`src/rtl/ifetch_queue.sv`:
```
// ifetch_queue: instruction fetch stage. It holds a fetch PC, issues one word read at a time
//    over a req/ack handshake, and buffers {instr, pc} pairs in a DEPTH-entry FIFO for decode.
// Latency: a word acked at edge N appears on instr/instr_valid after edge N. With
//    IFQ_BYPASS_EN defined, a word acked into an empty queue appears in the same cycle.
// Backpressure: no request is issued unless a queue slot is free. An issued request is held,
//    with a stable address, until mem_ack.
// Ports:
//    clk, reset                      : clock and synchronous active-high reset
//    mem_req, mem_addr               : read request and word address to instruction memory
//    mem_ack, mem_rdata              : read completion and returned instruction word
//    instr_valid, instr, instr_pc    : queue head; all outputs are zero while the queue is empty
//    instr_ready                     : consumer pops the head when instr_valid is also high
//    redirect, redirect_addr         : flush the queue and restart fetch at redirect_addr
//    empty                           : queue holds no entries
// Optional feature macro: IFQ_BYPASS_EN (zero-latency path from memory to an empty queue head)
module ifetch_queue #(
   parameter int          DEPTH    = 4,
   parameter logic [15:0] RESET_PC = 16'h0000
) (
   input  logic        clk,
   input  logic        reset,
   output logic        mem_req,
   output logic [15:0] mem_addr,
   input  logic        mem_ack,
   input  logic [15:0] mem_rdata,
   output logic        instr_valid,
   output logic [15:0] instr,
   output logic [15:0] instr_pc,
   input  logic        instr_ready,
   input  logic        redirect,
   input  logic [15:0] redirect_addr,
   output logic        empty
);

   localparam int PW = $clog2(DEPTH);
   localparam int CW = PW + 1;
   localparam logic [CW-1:0] FULL = CW'(DEPTH);

   typedef enum logic [1:0] {IDLE, REQ, DROP} state_t;

   state_t        state, state_nx;
   logic [15:0]   fetch_pc, fetch_pc_nx, addr_nx;
   logic [CW-1:0] count, count_nx;
   logic [PW-1:0] rd_ptr, wr_ptr;
   logic [15:0]   data_q [DEPTH];
   logic [15:0]   pc_q   [DEPTH];

   logic q_empty, ack_ok, take, push, pop;

   assign q_empty = (count == '0);
   // A returned word is usable only in REQ; in DROP, or alongside a redirect, it is discarded.
   assign ack_ok  = (state == REQ) && mem_ack && !redirect;
`ifdef IFQ_BYPASS_EN
   // The word goes straight to the consumer and never occupies a queue slot.
   assign take    = ack_ok && q_empty && instr_ready;
`else
   assign take    = 1'b0;
`endif
   assign push    = ack_ok && !take;
   // A redirect flushes the queue, so a same-cycle pop has no further effect.
   assign pop     = !q_empty && instr_ready && !redirect;
   assign count_nx = count + CW'(push) - CW'(pop);

   assign mem_req = (state != IDLE);
   assign empty   = q_empty;

   // Next-state logic for the fetch FSM, fetch PC and request address.
   always_comb begin
      state_nx    = state;
      fetch_pc_nx = fetch_pc;
      addr_nx     = mem_addr;
      if (redirect) begin
         fetch_pc_nx = redirect_addr;
         if (state != IDLE && !mem_ack) begin
            // Outstanding request cannot be aborted: wait out its ack with the old address.
            state_nx = DROP;
         end else begin
            state_nx = REQ;
            addr_nx  = redirect_addr;
         end
      end else begin
         case (state)
            IDLE: begin
               if (count < FULL) begin
                  state_nx = REQ;
                  addr_nx  = fetch_pc;
               end
            end
            REQ: begin
               if (mem_ack) begin
                  fetch_pc_nx = mem_addr + 16'd1;
                  addr_nx     = mem_addr + 16'd1;
                  state_nx    = (count_nx < FULL) ? REQ : IDLE;
               end
            end
            DROP: begin
               if (mem_ack) begin
                  state_nx = REQ;
                  addr_nx  = fetch_pc;
               end
            end
            default: state_nx = IDLE;
         endcase
      end
   end

   always_ff @(posedge clk) begin
      if (reset) begin
         state    <= IDLE;
         fetch_pc <= RESET_PC;
         mem_addr <= RESET_PC;
         count    <= '0;
         rd_ptr   <= '0;
         wr_ptr   <= '0;
      end else begin
         state    <= state_nx;
         fetch_pc <= fetch_pc_nx;
         mem_addr <= addr_nx;
         if (redirect) begin
            count  <= '0;
            rd_ptr <= '0;
            wr_ptr <= '0;
         end else begin
            count <= count_nx;
            if (push) wr_ptr <= wr_ptr + PW'(1);
            if (pop)  rd_ptr <= rd_ptr + PW'(1);
         end
      end
   end

   // Queue storage needs no reset: entries are only read when count says they are valid.
   always_ff @(posedge clk) begin
      if (push && !reset) begin
         data_q[wr_ptr] <= mem_rdata;
         pc_q[wr_ptr]   <= mem_addr;
      end
   end

   always_comb begin
      instr_valid = !q_empty;
      instr       = q_empty ? 16'h0000 : data_q[rd_ptr];
      instr_pc    = q_empty ? 16'h0000 : pc_q[rd_ptr];
`ifdef IFQ_BYPASS_EN
      if (q_empty && ack_ok) begin
         instr_valid = 1'b1;
         instr       = mem_rdata;
         instr_pc    = mem_addr;
      end
`endif
   end

endmodule
```
`config.mk`:
```
export PLATFORM = sky130hd
export DESIGN_NAME = ifetch_queue
export DESIGN_NICKNAME = d
export VERILOG_FILES = /design/src/rtl/ifetch_queue.sv
export SDC_FILE = /design/constraint.sdc
export NUM_CORES = 1
export LEC_CHECK = 0
export ABC_AREA = 0
export CAP_MARGIN = 30
export CORE_ASPECT_RATIO = 1.25
export CORE_MARGIN = 5
export CORE_UTILIZATION = 28
export DETAILED_ROUTE_END_ITERATION = 16
export PLACE_DENSITY = 0.46
export SYNTH_ARGS = -nofsm -noshare
export SYNTH_HDL_FRONTEND = slang
export SYNTH_SLANG_ARGS = --single-unit
```
`constraint.sdc`:
```
create_clock -name clk -period 3.2 [get_ports clk]
set_input_delay 0.64 -clock clk [delete_from_list [all_inputs] [get_ports clk]]
set_output_delay 0.64 -clock clk [all_outputs]
set_load 0.1 [all_outputs]
```
==> results of run 1 <==
[worst max-delay path by stage]
stage | from | end | slack, ps | cells after the start
2_1_floorplan | flop | instr[0] | 140 | 4
3_3_place_gp | redirect | state[0] | 160 | 12
3_5_place_dp | redirect | state[0] | 90 | 12
4_1_cts | flop | instr[4] | 230 | 4
5_1_grt | flop | instr[0] | 160 | 4
6_report | flop | instr[0] | 310 | 4
[cell usage after synthesis (all sizes together), types with 7 or more instances]
library cell and n:
clkbuf 18, a222oi 7, nor2 33, nand2b 8, ha 7, buf 9, a21oi 21, nand2 26
o21ai 18, a22oi 8, xnor2 12, edfxtp 128, xor2 7, mux4 32, inv 16, nor2b 37
dfxtp 43
[critical path, cell delays in order (launching register included)]
cell,delay [ps]
dfxtp_2,670
buf_12,230
mux4_2,490
nor2b_1,170
buf_4,260
[area by class of cell]
class	count	area, sq um	area share, %
sequential	171	4710	50.7
multi-input combinational	281	2330	25.1
timing repair buffer	110	1190	12.9
clock buffer	21	450	4.85
tap	335	419	4.51
clock inverter	11	121	1.31
inverter	16	60.1	0.647
[cell families after synthesis]
family,after synthesis,synth area share [%]
AND/OR/NAND/NOR,134,9.68
buffers and inverters,43,2.55
XOR/XNOR,19,2.31
flip-flops,171,65.2
AO/OA/AOI/OAI,86,8.47
multiplexers,34,10.3
adder cells (fa/ha/maj),8,1.49
[metrics by stage]
step | instance area (sq um) | std cells
CTS | 9290 | 945
detailed placement | 8710 | 913
finish | 9290 | 945
global placement | 8700 | 911
floorplan | 7210 | 495
global route | 9290 | 945
[per-layer routing]
layer / track usage, % / share of wire, % / vias to the layer above
li1: - / - / 2082
met1: 14.8 / 43 / 2227
met2: 20.6 / 52 / 103
met3: 2.58 / 3.5 / 19
met4: 4.18 / 1.6 / 0
met5: 0 / 0 / -
[report_power, final]
| group | internal [W] | switching (W) |
|---|---|---|
| Sequential | 0.00243 | 0.0000636 |
| Clock | 0.00117 | 0.000815 |
| Combinational | 0.000184 | 0.000374 |
| Total | 0.00378 | 0.00125 |
[registers in the layout, summed over array words and instances (netlist names), named ones only]
signal    cells
data_q       64
pc_q         64
fetch_pc     16
mem_addr     16
count         3
rd_ptr        2
state         2
wr_ptr        2
==> flow_summary.ini, run 1 <==
[job]
drv_cap = 0

[sta]
drv_slew = 0
rsz0062_at_grt = no
setup_ws_ps = 312
fmax_mhz = 346
clock_skew_ps = 13.0
setup-violations-final = 0
hold_slack_ps = 450
final_hold_viol_count = 0
finalCritPeriodShare_pct = 90.2
fin_crit_ps = 2890
relSlewSlack_pct = 64.3
tightest_slew_ps = 535
setup_tns_ps = 0

[final_layout]
layout-drive-gt1-share_pct = 24.8
syn2layout_area_growth_pct = 28.8
layout_common_cells = edfxtp_1, buf_4, dfxtp_1, nor2b_1, clkdlybuf4s50_1
fin_nets = 642
n_fill_cell = 2385
final_common_cell = edfxtp_1
antennaDiodeCount = 0
final_core_util_pct = 36.7

[grt]
grt_pass1_wl_mm = 26.6
grt_max_degree = 50
grt_pass1_vias = 4696
grt_overflow = 0
antenna_found_initial = 0
grt_use_total_pct = 11.9

[placed_design]
gp_congestion = 0.785
dp_slack_ps = 90.2
dp_hpwl_mm = 11.1
port_buffers = 87

[critical_path]
cp-end-kind = output port
critPathLaunchType = flop
rr_startpoint = state[0]
critical_path_class = reg -> out
reg2reg_slack_ps = 790
crit_arrival_ps = 2250
path_max_fanout = 12
rr_worst_depth = 11
r2r_end = state[0]
cp.required_ps = 2560

[min_path]
worstHoldStart = fetch_pc[4]
hold_depth = 2
hp-class = reg -> reg
worstHoldEndpoint = fetch_pc[4]

[pwr]
powerDensity_nw_per_um2 = 542
irDropWorstVdd_mv = 0.402
power_leakage_nw = 3.14
power.total_w = 0.00504

[floorplanning]
io_pins = 88
design.die.area_sq_um = 29100
die_h_um = 189
core_area_sq_um = 25300
placementRows = 65
initial_core_util_pct = 28.5
die_x_um = 154

[logic_synthesis]
synth_top_cell_by_area = edfxtp_1
seq_area_frac_synth_pct = 65.2
postSynthAreaPerCell_sq_um = 14.6
ys_types = 47
async_flop_share_pct = 0
synth_top_area_share_pct = 53.3
synth_nets = 540
syn_area_sq_um = 7210
syn_inst = 495
ys_top_cells_by_area = edfxtp_1, dfxtp_1, mux4_2, nor2b_1, nor2_1
yosys_warnings = 0
synth_edf_count = 128
ys_ff_latch = 171
synth_top_flop_cell = edfxtp_1

[clock_network]
numCtsBuffers = 17
ctsHoldBuffers = 0
clk-insertion-delay-late_ps = 420
h-tree-depth = 4
cts_tree = built
clkSinkCount = 171
clock-root-buffer = clkbuf_16
cts_resized = 0
cts_setup_buffers = 0
clockBufferDepth = 2
cts.clk_slew.worst_paths_ps = 60

[route]
dr.pass1.iters = 5
wl_mm = 17.0
remaining_drc_errors = 0
drtIter0Drc = 335
vias_per_cell = 4.69
vias = 4431
ant_nets = 0
wl_per_cell_um = 18.0

[status]
status = complete, no violations
Power figures use the tool's default switching activity.
==> run 2: changes to the inputs <==
- TNS_END_PERCENT: unset -> 100
==> results of run 2 <==
Final layout, timing and power as in run 1 (identical DEF).
==> run 3: changes to the inputs <==
- GPL_TIMING_DRIVEN: unset -> 0
==> flow_summary.ini, run 3 (synthesized netlist as in run 1, its figures left out) <==
[critical_path]
critPathLaunchType = flop
rr_startpoint = state[0]
cp.required_ps = 2560
path_cells = clkbuf_1, buf_4, mux4_2, nor2b_1, clkdlybuf4s15_2
path_max_fanout = 10
cpPeakStageDelay_ps = 520
crit_arrival_ps = 2440
crit_slowest_cell = mux4_2
cp-end-kind = output port
critical_path_class = reg -> out

[final_layout]
layout-drive-gt1-share_pct = 20.0
final_core_util_pct = 36.0
layout_common_cells = edfxtp_1, clkdlybuf4s50_1, dfxtp_1, nor2b_1
final_common_cell = edfxtp_1
fin_nets = 651
fin_cells = 954
top_regs = data_q: 64 flops, pc_q: 64 flops
syn2layout_area_growth_pct = 26.3
antennaDiodeCount = 0

[sta]
drv_slew = 0
rsz0062_at_grt = yes
setup_ws_ps = 123
hold_slack_ps = 464
final_hold_viol_count = 0
tightest_slew_ps = 1000
setup-violations-final = 0
fmax_mhz = 325
relSlewSlack_pct = 33.0
clock_skew_ps = 11.7
finalCritPeriodShare_pct = 96.2
fin_crit_ps = 3080

[floorplanning]
die_x_um = 154
design.die.area_sq_um = 29100
placementRows = 65
die_h_um = 189
core_area_sq_um = 25300
io_pins = 88
initial_core_util_pct = 28.5

[placed_design]
dp_hpwl_mm = 12.0
port_buffers = 87
gp_congestion = 0.798
dp_slack_ps = -760
dp_cells = 922

[route]
vias = 4473
wl_per_cell_um = 18.4
dr.pass1.iters = 5
vias_per_cell = 4.69
ant_nets = 0
drtIter0Drc = 282
remaining_drc_errors = 0
wl_mm = 17.6

[min_path]
hp-class = reg -> reg
worstHoldStart = fetch_pc[3]

[pwr]
power_leakage_nw = 3.09
irDropWorstVdd_mv = 0.402
powerDensity_nw_per_um2 = 575
power.total_w = 0.00524

[job]
drv_cap = 0

[clock_network]
clkSinkCount = 171
cts_setup_buffers = 0
cts.clk_slew.worst_paths_ps = 70
clock-root-buffer = clkbuf_16
clockBufferDepth = 2
clk-insertion-delay-late_ps = 430
numCtsBuffers = 17
h-tree-depth = 4
cts_tree = built

[grt]
grt_max_degree = 20
antenna_found_initial = 0
grt_pass1_wl_mm = 27.4
grt_use_total_pct = 12.3
grt_overflow = 0
grt_pass1_vias = 4892

[status]
status = complete, no violations
==> run 3: path summary, 6_finish.rpt <==
path	to	slack, ps	cells past startpoint
max	instr[0]	120	5
min	fetch_pc[3]	460	2
max reg2reg	state[0]	510	11
min reg2reg	fetch_pc[3]	460	2
==> run 3: worst max-delay path, delay by kind of cell (launching register included) <==
family	cells	cell delay, ps
buf+inv	3	1020
flops	1	310
mux	1	520
simple gates	1	150
==> run 3: final cells by class <==
type	instances	area (sq um)
Multi-Input combinational cell	281	2340
Buffer	27	134
Sequential cell	171	4700
Inverter	16	60.1
Clock buffer	17	425
Clock inverter	15	210
Tap cell	335	419
Fill cell	2409	16200
Timing Repair Buffer	92	817
==> run 3: power by group <==
| part | total, W | switching (W) | leakage [nW] | internal, W |
|---|---|---|---|---|
| registers | 0.00249 | 0.0000643 | 1.53 | 0.00243 |
| clock network | 0.00219 | 0.000872 | 0.306 | 0.00132 |
| logic | 0.000548 | 0.000379 | 1.25 | 0.000169 |
==> run 3: repair_timing <==
action | 4_1_cts | 5_1_grt
endpoints found under the setup margin | 35 | 31
gates cloned | 0 | 0
hold buffers | 0 | 0
resized for setup | 95 | 66
==> run 3: metal layers <==
metal / up-vias / share of wire (%) / GRT usage [%]
li1: 2109 / - / -
met1: 2230 / 42 / 14.4
met2: 113 / 53 / 22.0
met3: 21 / 4.0 / 2.67
met4: 0 / 1.7 / 4.93
met5: - / 0 / 0
==> run 3: metrics by stage <==
stage	setup TNS (ps)	area, sq um
2_1_floorplan	0	7210
6_report	0	9110
5_1_grt	-42.3	9110
3_3_place_gp	-171360	8500
4_1_cts	-2820	9280
3_5_place_dp	-33780	8600
